File: src/rtl/input_conditioner.sv
// Synchronises and debounces raw buttons/switches, emitting one-cycle press/release/change pulses.
// Optional latched press flags (btn_sticky_o/sticky_clear_i) are built when BTN_STICKY_EN is defined.
module input_conditioner #(
  parameter int N_BTN           = 4,
  parameter int N_SW            = 16,
  parameter int DEBOUNCE_CYCLES = 1000000
) (
  input  logic             clk_i,
  input  logic             reset_ni,
  input  logic [N_BTN-1:0] buttons_raw_i,
  input  logic [N_SW-1:0]  switches_raw_i,
`ifdef BTN_STICKY_EN
  input  logic [N_BTN-1:0] sticky_clear_i,
  output logic [N_BTN-1:0] btn_sticky_o,
`endif
  output logic [N_BTN-1:0] buttons_o,
  output logic [N_SW-1:0]  switches_o,
  output logic [N_BTN-1:0] btn_press_o,
  output logic [N_BTN-1:0] btn_release_o,
  output logic             sw_changed_o
);

  localparam int N_TOT = N_BTN + N_SW;
  localparam int CNT_W = $clog2(DEBOUNCE_CYCLES + 1);
  localparam logic [CNT_W-1:0] CNT_MAX = CNT_W'(DEBOUNCE_CYCLES - 1);

  logic [N_TOT-1:0] raw;
  logic [N_TOT-1:0] sync1_q, sync2_q;
  logic [N_TOT-1:0] stable_q, stable_d, chg;
  logic [CNT_W-1:0] cnt_q [N_TOT];
  logic [CNT_W-1:0] cnt_d [N_TOT];
  logic [N_BTN-1:0] press_q, press_d, release_q, release_d;
  logic             swc_q, swc_d;

  // Buttons occupy the low bits, switches the high bits; every bit is debounced alike.
  assign raw = {switches_raw_i, buttons_raw_i};

  always_comb begin
    stable_d = stable_q;
    for (int i = 0; i < N_TOT; i++) begin
      cnt_d[i] = '0;
      if (sync2_q[i] != stable_q[i]) begin
        if (cnt_q[i] == CNT_MAX) stable_d[i] = sync2_q[i];
        else                     cnt_d[i]    = cnt_q[i] + CNT_W'(1);
      end
    end
    chg       = stable_d ^ stable_q;
    press_d   = chg[N_BTN-1:0] & stable_d[N_BTN-1:0];
    release_d = chg[N_BTN-1:0] & ~stable_d[N_BTN-1:0];
    swc_d     = |chg[N_TOT-1:N_BTN];
  end

  always_ff @(posedge clk_i or negedge reset_ni) begin
    if (!reset_ni) begin
      sync1_q   <= '0;
      sync2_q   <= '0;
      stable_q  <= '0;
      press_q   <= '0;
      release_q <= '0;
      swc_q     <= 1'b0;
      for (int i = 0; i < N_TOT; i++) cnt_q[i] <= '0;
    end else begin
      sync1_q   <= raw;
      sync2_q   <= sync1_q;
      stable_q  <= stable_d;
      press_q   <= press_d;
      release_q <= release_d;
      swc_q     <= swc_d;
      for (int i = 0; i < N_TOT; i++) cnt_q[i] <= cnt_d[i];
    end
  end

  assign buttons_o     = stable_q[N_BTN-1:0];
  assign switches_o    = stable_q[N_TOT-1:N_BTN];
  assign btn_press_o   = press_q;
  assign btn_release_o = release_q;
  assign sw_changed_o  = swc_q;

`ifdef BTN_STICKY_EN
  logic [N_BTN-1:0] sticky_q, sticky_d;

  // A press arriving with a clear wins, so no press is ever lost.
  assign sticky_d = (sticky_q & ~sticky_clear_i) | press_q;

  always_ff @(posedge clk_i or negedge reset_ni) begin
    if (!reset_ni) sticky_q <= '0;
    else           sticky_q <= sticky_d;
  end

  assign btn_sticky_o = sticky_q;
`endif

endmodule
File: config.mk
export PLATFORM = sky130hd
export DESIGN_NAME = input_conditioner
export DESIGN_NICKNAME = d
export VERILOG_FILES = /design/src/rtl/input_conditioner.sv
export SDC_FILE = /design/constraint.sdc
export NUM_CORES = 1
export LEC_CHECK = 0
export ABC_AREA = 0
export ABC_CLOCK_PERIOD_IN_PS = 3030
export CELL_PAD_IN_SITES_DETAIL_PLACEMENT = 1
export CELL_PAD_IN_SITES_GLOBAL_PLACEMENT = 1
export CORE_ASPECT_RATIO = 0.6
export CORE_MARGIN = 2
export CORE_UTILIZATION = 46
export CTS_CLUSTER_DIAMETER = 100
export DETAILED_ROUTE_END_ITERATION = 12
export PLACE_DENSITY_LB_ADDON = 0.1
export SYNTH_ARGS = -nofsm -noshare
export SYNTH_HDL_FRONTEND = slang
export SYNTH_SLANG_ARGS = --single-unit
File: constraint.sdc
create_clock -name clk_i -period 3.03 [get_ports clk_i]
set_clock_uncertainty 0.15 [all_clocks]
set_input_delay 0.4545 -clock clk_i [delete_from_list [all_inputs] [get_ports clk_i]]
set_output_delay 0.4545 -clock clk_i [all_outputs]
set_load 0.02 [all_outputs]
# Yosys cells after proc, flatten, opt, wreduce, memory -nomap -nowiden
# Index checks and enable logic that the tools add are counted.
# totals
wordCells	171
in_bits	22
ff_bits	469
out_inout_bits	29
# classes
reduce_logical	1
bitwise	4
muxes	80
eq_ne	40
add_sub_neg	20
# op_table
cell	count
$mux 20	40
$add 20x1->20 const B	20
$eq 20x20->1 const B	20
$mux 1	40
$ne 1x1->1	20
$xor 20x20->20	1
$reduce_or 16->1	1
$and 4x4->4	2
$not 4->4	1

# Depth between registers and ports, before layout
# Gate-level depths: netlist of the first run.
# logic_depth
ltp_word	5
depth_mapped	9
mapped_depth_nobuf	7

# Worst setup path after synthesis of the first run
# OpenSTA, ideal clock, no wires.
# synth_timing
path_type	register to register
startpoint	register cnt_q[40] in the netlist's numbering
endpoint	register swc_q (netlist: sw_changed_o)
arrival_ns	1.862
path_buffers	1
t_required_ns	2.728
period_less_slack_ns	2.164
path_stages_with_launch	9
setup_ns	0.152
setup_slack_ns	0.866
path_cell_list	dfrtp_1 -> ha_1 -> and3_1 -> and3_1 -> clkbuf_1 -> a32oi_1 -> o221ai_1 -> a2111oi_0 -> o2111ai_1
# synth_via
elab_chain_len	5
# synth_lines
item	line	rtl
from (decl)	30	logic [CNT_W-1:0] cnt_q [N_TOT];
$eq 20x20->1	43	if (cnt_q[i] == CNT_MAX) stable_d[i] = sync2_q[i];
$mux 1	43	
$mux 1	42	if (sync2_q[i] != stable_q[i]) begin
$xor 20x20->20	47	chg = stable_d ^ stable_q;
$reduce_or 16->1	50	swc_d = |chg[N_TOT-1:N_BTN];
net swc_d	33	logic swc_q, swc_d;
to (signal assigned)	68	swc_q <= swc_d;
to (decl)	33	
# The timed path passes the listed nets, and every way through them passes these cells.

==> results of run 1 <==
## state kept, by name (all words and copies together), names as in the netlist
signal,cells
stable_q,20
cnt_q,400
btn_release_o,4
btn_press_o,4
sync1_q,20
sw_changed_o,1
sync2_q,20
## layout by cell type, fill, tap and decap left out, drive strengths merged, types with 14 or more instances in the layout
cell type      netlist  layout
xor2               220     220
clkdlybuf4s50        0      49
nand3              166     166
dfrtp              469     469
clkbuf              22      72
nor3                34      34
a21oi               14      14
or3                 17      17
buf                 22      19
nor4b               19      19
nor2               455     455
xnor2              147     147
nand2              145     145
inv                 31      31
ha                  20      20
mux2                19      19
and3                77      77
nand4               60      60
o21ai               15      15
and4                29      29
nor4                25      25
## worst max-delay path, cell delays in order, from the launching register on
cell and delay, ns:
dfrtp_1 0.39, ha_1 0.20, and3_1 0.29, nand3_1 0.18, or4_1 0.62, nand2_2 0.36
nor2_1 0.12
## kinds of logic after synthesis
family | Yosys count | synth area share [%]
xor gates and xnor gates | 367 | 15.08
AOI/OAI and AO/OA | 36 | 0.9571
adders and majority gates | 20 | 1.174
buffers and inverters | 75 | 1.497
DFF | 469 | 55.07
muxes | 19 | 1.004
and+or+nand+nor | 1103 | 25.21
## worst max-delay path by stage
stage,startpoint,end,slack (ns)
floorplan,cnt_q[40]$_DFF_PN0_,sw_changed_o$_DFF_PN0_,0.87
finish,cnt_q[340]$_DFF_PN0_,cnt_q[352]$_DFF_PN0_,0.56
detailed placement,cnt_q[340]$_DFF_PN0_,cnt_q[352]$_DFF_PN0_,0.58
CTS,cnt_q[340]$_DFF_PN0_,cnt_q[352]$_DFF_PN0_,0.55
global route,cnt_q[340]$_DFF_PN0_,cnt_q[352]$_DFF_PN0_,0.40
global placement,cnt_q[40]$_DFF_PN0_,sw_changed_o$_DFF_PN0_,0.63
## through the flow
step           setup slack (ns)  cells  util [%]  hold slack [ns]  cell area [µm²]
3_3_place_gp             0.6319   2743     49.13           0.1817            22610
5_1_grt                  0.3951   2827     52.57           0.1591            24190
4_1_cts                  0.5511   2827     52.57           0.1410            24190
6_report                 0.5604   2827     52.57           0.1731            24190
3_5_place_dp             0.5762   2743     49.13           0.1857            22610
2_1_floorplan            0.8664   2089         -         0.008909            21310
## area by class of cell
type	count	area, µm²	area share, %
repair buffers	69	725.7	3.000
clock inverters	11	107.6	0.4448
well taps	630	788.3	3.258
clock buffers	72	1463	6.046
multi-input cells	1545	9255	38.26
inverters	31	116.4	0.4810
flip-flops and latches	469	11740	48.51
## per-layer routing
layer  vias to the layer above  share of wire, %  GRT usage, %  wire, µm
met5                         -                 0             0         0
met4                         0               1.7         4.371       770
met3                        61               2.7         2.991      1231
met2                       130                44         30.29     20250
met1                      7525                52         30.42     24030
li1                       7146                 -             -         -
## power groups by stage
stage	Clock [mW]	Sequential, mW	Combinational, mW
after floorplan	0	6.53	0.189
after global placement	0	6.54	0.411
after detailed placement	0	6.55	0.426
after CTS	6.08	6.43	0.429
after global routing	6.35	6.44	0.479
final	5.90	6.43	0.408
==> impl_metrics.env, run 1 <==
export IMPL_status="complete, no violations"
export IMPL_rr_endpoint="cnt_q[352]$_DFF_PN0_"
export IMPL_start_util_pct=46.30
export IMPL_relSlewSlack_pct=39.47
export IMPL_io_pins=51
export IMPL_setup_tns_ns=0
export IMPL_synth_top_flop_cell="dfrtp_1"
export IMPL_r2r_cells=6
export IMPL_ctsHoldBuffers=1
export IMPL_drive_gt1_share_pct=5.553
export IMPL_yosysWarningCount=0
export IMPL_hpwl_mm=31.65
export IMPL_cts_setup_buffers=0
export IMPL_required_ns=3.30
export IMPL_synth_area_leaders="dfrtp_1 55%, xor2_1 9.0%, nor2_1 8.0%, xnor2_1 6.0%, nand3_1 3.9%"
export IMPL_hp_class="primary input to flip-flop"
export IMPL_rsz0062_at_grt="false"
export IMPL_wl_per_cell_um=16.37
export IMPL_seqPwrFrac_pct=50.5
export IMPL_p_per_area_nw_per_um2=526.7
export IMPL_die_w_um=281.9
export IMPL_critical_path_reg2reg_startpoint="cnt_q[340]$_DFF_PN0_"
export IMPL_yosysMostFrequentCell="dfrtp_1"
export IMPL_die_y_um=170.7
export IMPL_rrSetupSlack_ns=0.56
export IMPL_netlist_instances=2089
export IMPL_grt_max_degree=77
export IMPL_grtUsageTotal_pct=20.03
export IMPL_tritoncts="done"
export IMPL_rows=61
export IMPL_synth_area_um2=21310
export IMPL_crit_path_max_fanout=19
export IMPL_cts_resized=0
export IMPL_hold_viol_final=0
export IMPL_swShare_pct=21.85
export IMPL_die_area_um2=48120
export IMPL_period_share_pct=81.50
export IMPL_drt_iter0_drc=782
export IMPL_endpoint_kind="flip-flop"
export IMPL_grt_pass1_wl_mm=79.73
export IMPL_start_kind="flip-flop"
export IMPL_internal_power_mw=9.957
export IMPL_grt_pass1_vias=15460
export IMPL_drc=0
export IMPL_antenna_left=0
export IMPL_power_leakage_nw=10.51
export IMPL_yosysTopAreaCellShare_pct=55.07
export IMPL_nNetsFinal=2204
export IMPL_cp_arrival_ns=2.74
export IMPL_grt_overflow=0
export IMPL_hold_start="switches_raw_i[10]"
export IMPL_fin_crit_ns=2.470
export IMPL_syn_nets=2131
export IMPL_setup_viol=0
export IMPL_htreeDepth=2
export IMPL_totalWireLength_mm=46.29
export IMPL_synth_edf_count=0
export IMPL_area_growth_pct=13.52
export IMPL_worst_setup_path_type="flip-flop to flip-flop"
export IMPL_fmax_mhz=404.9
export IMPL_core_um2=46020
export IMPL_via_count=14860
export IMPL_place_congestion=0.7863
export IMPL_diodes=0
export IMPL_comb_power_share_pct=3.2
export IMPL_synth_seq_cells=469
export IMPL_clkTransAtPathRegs_ns=0.07
export IMPL_n_fill_cell=5040
export IMPL_p_sw_mw=2.784
export IMPL_ir_drop_v=0.0003671
export IMPL_synth_distinct_cells=48
export IMPL_yosys_area_top_type="dfrtp_1"
export IMPL_avgViaCountPerCell=5.257
export IMPL_drt_pass1_iterations=5
export IMPL_hold_end="sync1_q[14]$_DFF_PN0_"
export IMPL_tightest_slew_ns=0.8996
export IMPL_clkPwrFrac_pct=46.3
export IMPL_cts_sinks=469
export IMPL_cap_violations=0
export IMPL_portBuffers=50
export IMPL_synth_area_per_cell_um2=10.20
export IMPL_ys_seq_area_share_pct=55.07
export IMPL_holdPathStages=1
export IMPL_cts_max_path_buffers=3
export IMPL_cts_root_buffer="clkbuf_16"
export IMPL_clkLatencyLatePin_ns=0.57
export IMPL_antenna_found_initial=0
export IMPL_drv_slew=0
export IMPL_cts_buffers=46
export IMPL_power_mw=12.74
export IMPL_synth_common_cells="469 x dfrtp_1, 455 x nor2_1, 220 x xor2_1, 166 x nand3_1, 147 x xnor2_1"
export IMPL_async_flop_share_pct=100.0
Power figures use the tool's default switching activity.
==> run 2: changes to the inputs <==
--- a/config.mk
+++ b/config.mk
@@ -6,7 +6,7 @@
 export NUM_CORES = 1
 export LEC_CHECK = 0
 export ABC_AREA = 0
-export ABC_CLOCK_PERIOD_IN_PS = 3030
+export ABC_CLOCK_PERIOD_IN_PS = 2400
 export CELL_PAD_IN_SITES_DETAIL_PLACEMENT = 1
 export CELL_PAD_IN_SITES_GLOBAL_PLACEMENT = 1
 export CORE_ASPECT_RATIO = 0.6
==> constraint.sdc (replaced) <==
create_clock -name clk_i -period 2.4 [get_ports clk_i]
set_clock_uncertainty 0.15 [all_clocks]
set_input_delay 0.36 -clock clk_i [delete_from_list [all_inputs] [get_ports clk_i]]
set_output_delay 0.36 -clock clk_i [all_outputs]
set_load 0.02 [all_outputs]
==> impl_metrics.env, run 2 (same netlist as run 1, synthesis figures left out) <==
export IMPL_status="complete, no violations"
export IMPL_antenna_found_initial=0
export IMPL_dp_slack_ns=-0.3310
export IMPL_p_per_area_nw_per_um2=665.0
export IMPL_cp_arrival_ns=2.56
export IMPL_area_growth_pct=15.48
export IMPL_grt_overflow=0
export IMPL_power_leakage_nw=10.72
export IMPL_core_um2=46020
export IMPL_ir_drop_v=0.0004528
export IMPL_hpwl_mm=32.34
export IMPL_cts_max_path_buffers=3
export IMPL_start_kind="flip-flop"
export IMPL_tightest_slew_ns=0.7628
export IMPL_die_area_um2=48120
export IMPL_worst_setup_path_type="flip-flop to flip-flop"
export IMPL_required_ns=2.66
export IMPL_rsz0062_at_grt="false"
export IMPL_io_pins=51
export IMPL_die_y_um=170.7
export IMPL_hold_viol_final=0
export IMPL_setup_ws_ns=0.09751
export IMPL_grtUsageTotal_pct=20.38
export IMPL_cts_root_buffer="clkbuf_16"
export IMPL_hold_slack_ns=0.08056
export IMPL_drc=0
export IMPL_final_cell_mix="469 x dfrtp_1, 455 x nor2_1, 220 x xor2_1"
export IMPL_period_share_pct=95.94
export IMPL_place_congestion=0.7990
export IMPL_largest_register="cnt_q"
export IMPL_htreeDepth=2
export IMPL_antenna_left=0
export IMPL_grt_pass1_vias=15700
export IMPL_cts_sinks=469
export IMPL_largest_register_ffs=400
export IMPL_start_util_pct=46.30
export IMPL_avgViaCountPerCell=5.223
export IMPL_tritoncts="done"
export IMPL_cap_violations=0
export IMPL_rows=61
export IMPL_drv_slew=0
export IMPL_endpoint_kind="flip-flop"
export IMPL_die_w_um=281.9
export IMPL_totalWireLength_mm=47.09
export IMPL_clkTransAtPathRegs_ns=0.06
export IMPL_n_fill_cell=4996
export IMPL_drt_pass1_iterations=4
export IMPL_crit_path_max_fanout=4
export IMPL_diodes=0
export IMPL_final_util_pct=53.47
export IMPL_fin_crit_ns=2.302
export IMPL_nNetsFinal=2234
export IMPL_hp_class="primary input to flip-flop"
export IMPL_cts_buffers=46
export IMPL_wl_per_cell_um=16.49
export IMPL_clkLatencyLatePin_ns=0.57
export IMPL_drt_iter0_drc=877
export IMPL_via_count=14920
export IMPL_grt_max_degree=69
export IMPL_drive_gt1_share_pct=7.098
export IMPL_cts_setup_buffers=0
export IMPL_layout_cells_most_common="dfrtp_1"
export IMPL_portBuffers=50
export IMPL_fmax_mhz=434.3
export IMPL_relSlewSlack_pct=48.68
export IMPL_grt_pass1_wl_mm=81.03
export IMPL_setup_viol=0
## run 2: timing repair
item                       4_1_cts  5_1_grt
hold buffers                     1        0
gates resized for setup          3        9
hold endpoints to repair        73        0
pin swaps                        2        2
setup endpoints to repair        1       40
## run 2: power breakdown
group | switching, mW | leakage (nW) | internal (mW)
sequential | 0.103 | 6.41 | 8.02
clock | 3.09 | 0.804 | 4.60
combinational | 0.367 | 3.50 | 0.192
total | 3.56 | 10.7 | 12.8
## run 2: layout make-up
class	count	area [µm²]	share of cell area, %
sequential	469	11740	47.69
multi-input combinational	1545	9315	37.85
clock buffer	71	1459	5.928
timing repair buffer	99	1039	4.220
tap	630	788.3	3.203
clock inverter	11	155.1	0.6305
inverter	31	116.4	0.4729
## run 2: per-layer routing
layer / track usage (%) / vias to the layer above / share of wire [%] / routed length [µm]
li1: - / 7213 / - / -
met1: 30.84 / 7563 / 52 / 24410
met2: 31.20 / 94 / 44 / 20770
met3: 3.168 / 48 / 2.7 / 1275
met4: 3.700 / 0 / 1.4 / 636
met5: 0 / - / 0 / 0
## run 2: critical path: stages (launching register included)
cell,delay [ns]
dfrtp_1,0.42
ha_2,0.21
and3_1,0.18
and3_4,0.20
a32oi_4,0.33
o221ai_2,0.16
a2111oi_2,0.35
o2111ai_1,0.15
## run 2: path summary, 6_finish.rpt
check,startpoint,endpoint,slack (ns),depth (start not counted)
min in group asynchronous,reset_ni,cnt_q[24]$_DFF_PN0_,0.19,2
worst min-delay path,switches_raw_i[8],sync1_q[12]$_DFF_PN0_,0.08,1
worst max register to register,cnt_q[40]$_DFF_PN0_,sw_changed_o$_DFF_PN0_,0.1,7
max in group asynchronous,reset_ni,cnt_q[306]$_DFF_PN0_,1.16,3
worst max-delay path,cnt_q[40]$_DFF_PN0_,sw_changed_o$_DFF_PN0_,0.1,7
worst min register to register,sync1_q[19]$_DFF_PN0_,sync2_q[19]$_DFF_PN0_,0.20,0
## run 2: per-stage QoR
step | cells | power, mW | cell area [µm²] | TNS, ns
3_5_place_dp | 2774 | 8.846 | 22930 | -0.3310
4_1_cts | 2857 | 16.64 | 24570 | 0
2_1_floorplan | 2089 | 8.481 | 21310 | 0
5_1_grt | 2856 | 17.05 | 24610 | 0
3_3_place_gp | 2774 | 8.818 | 22930 | -0.2393
6_report | 2856 | 16.36 | 24610 | 0
==> run 3: changes to the inputs <==
--- a/config.mk
+++ b/config.mk
@@ -18,3 +18,4 @@
 export SYNTH_ARGS = -nofsm -noshare
 export SYNTH_HDL_FRONTEND = slang
 export SYNTH_SLANG_ARGS = --single-unit
+export TNS_END_PERCENT = 30
==> results of run 3 <==
Same layout as run 2: the final DEF is identical, and so are final timing and power.
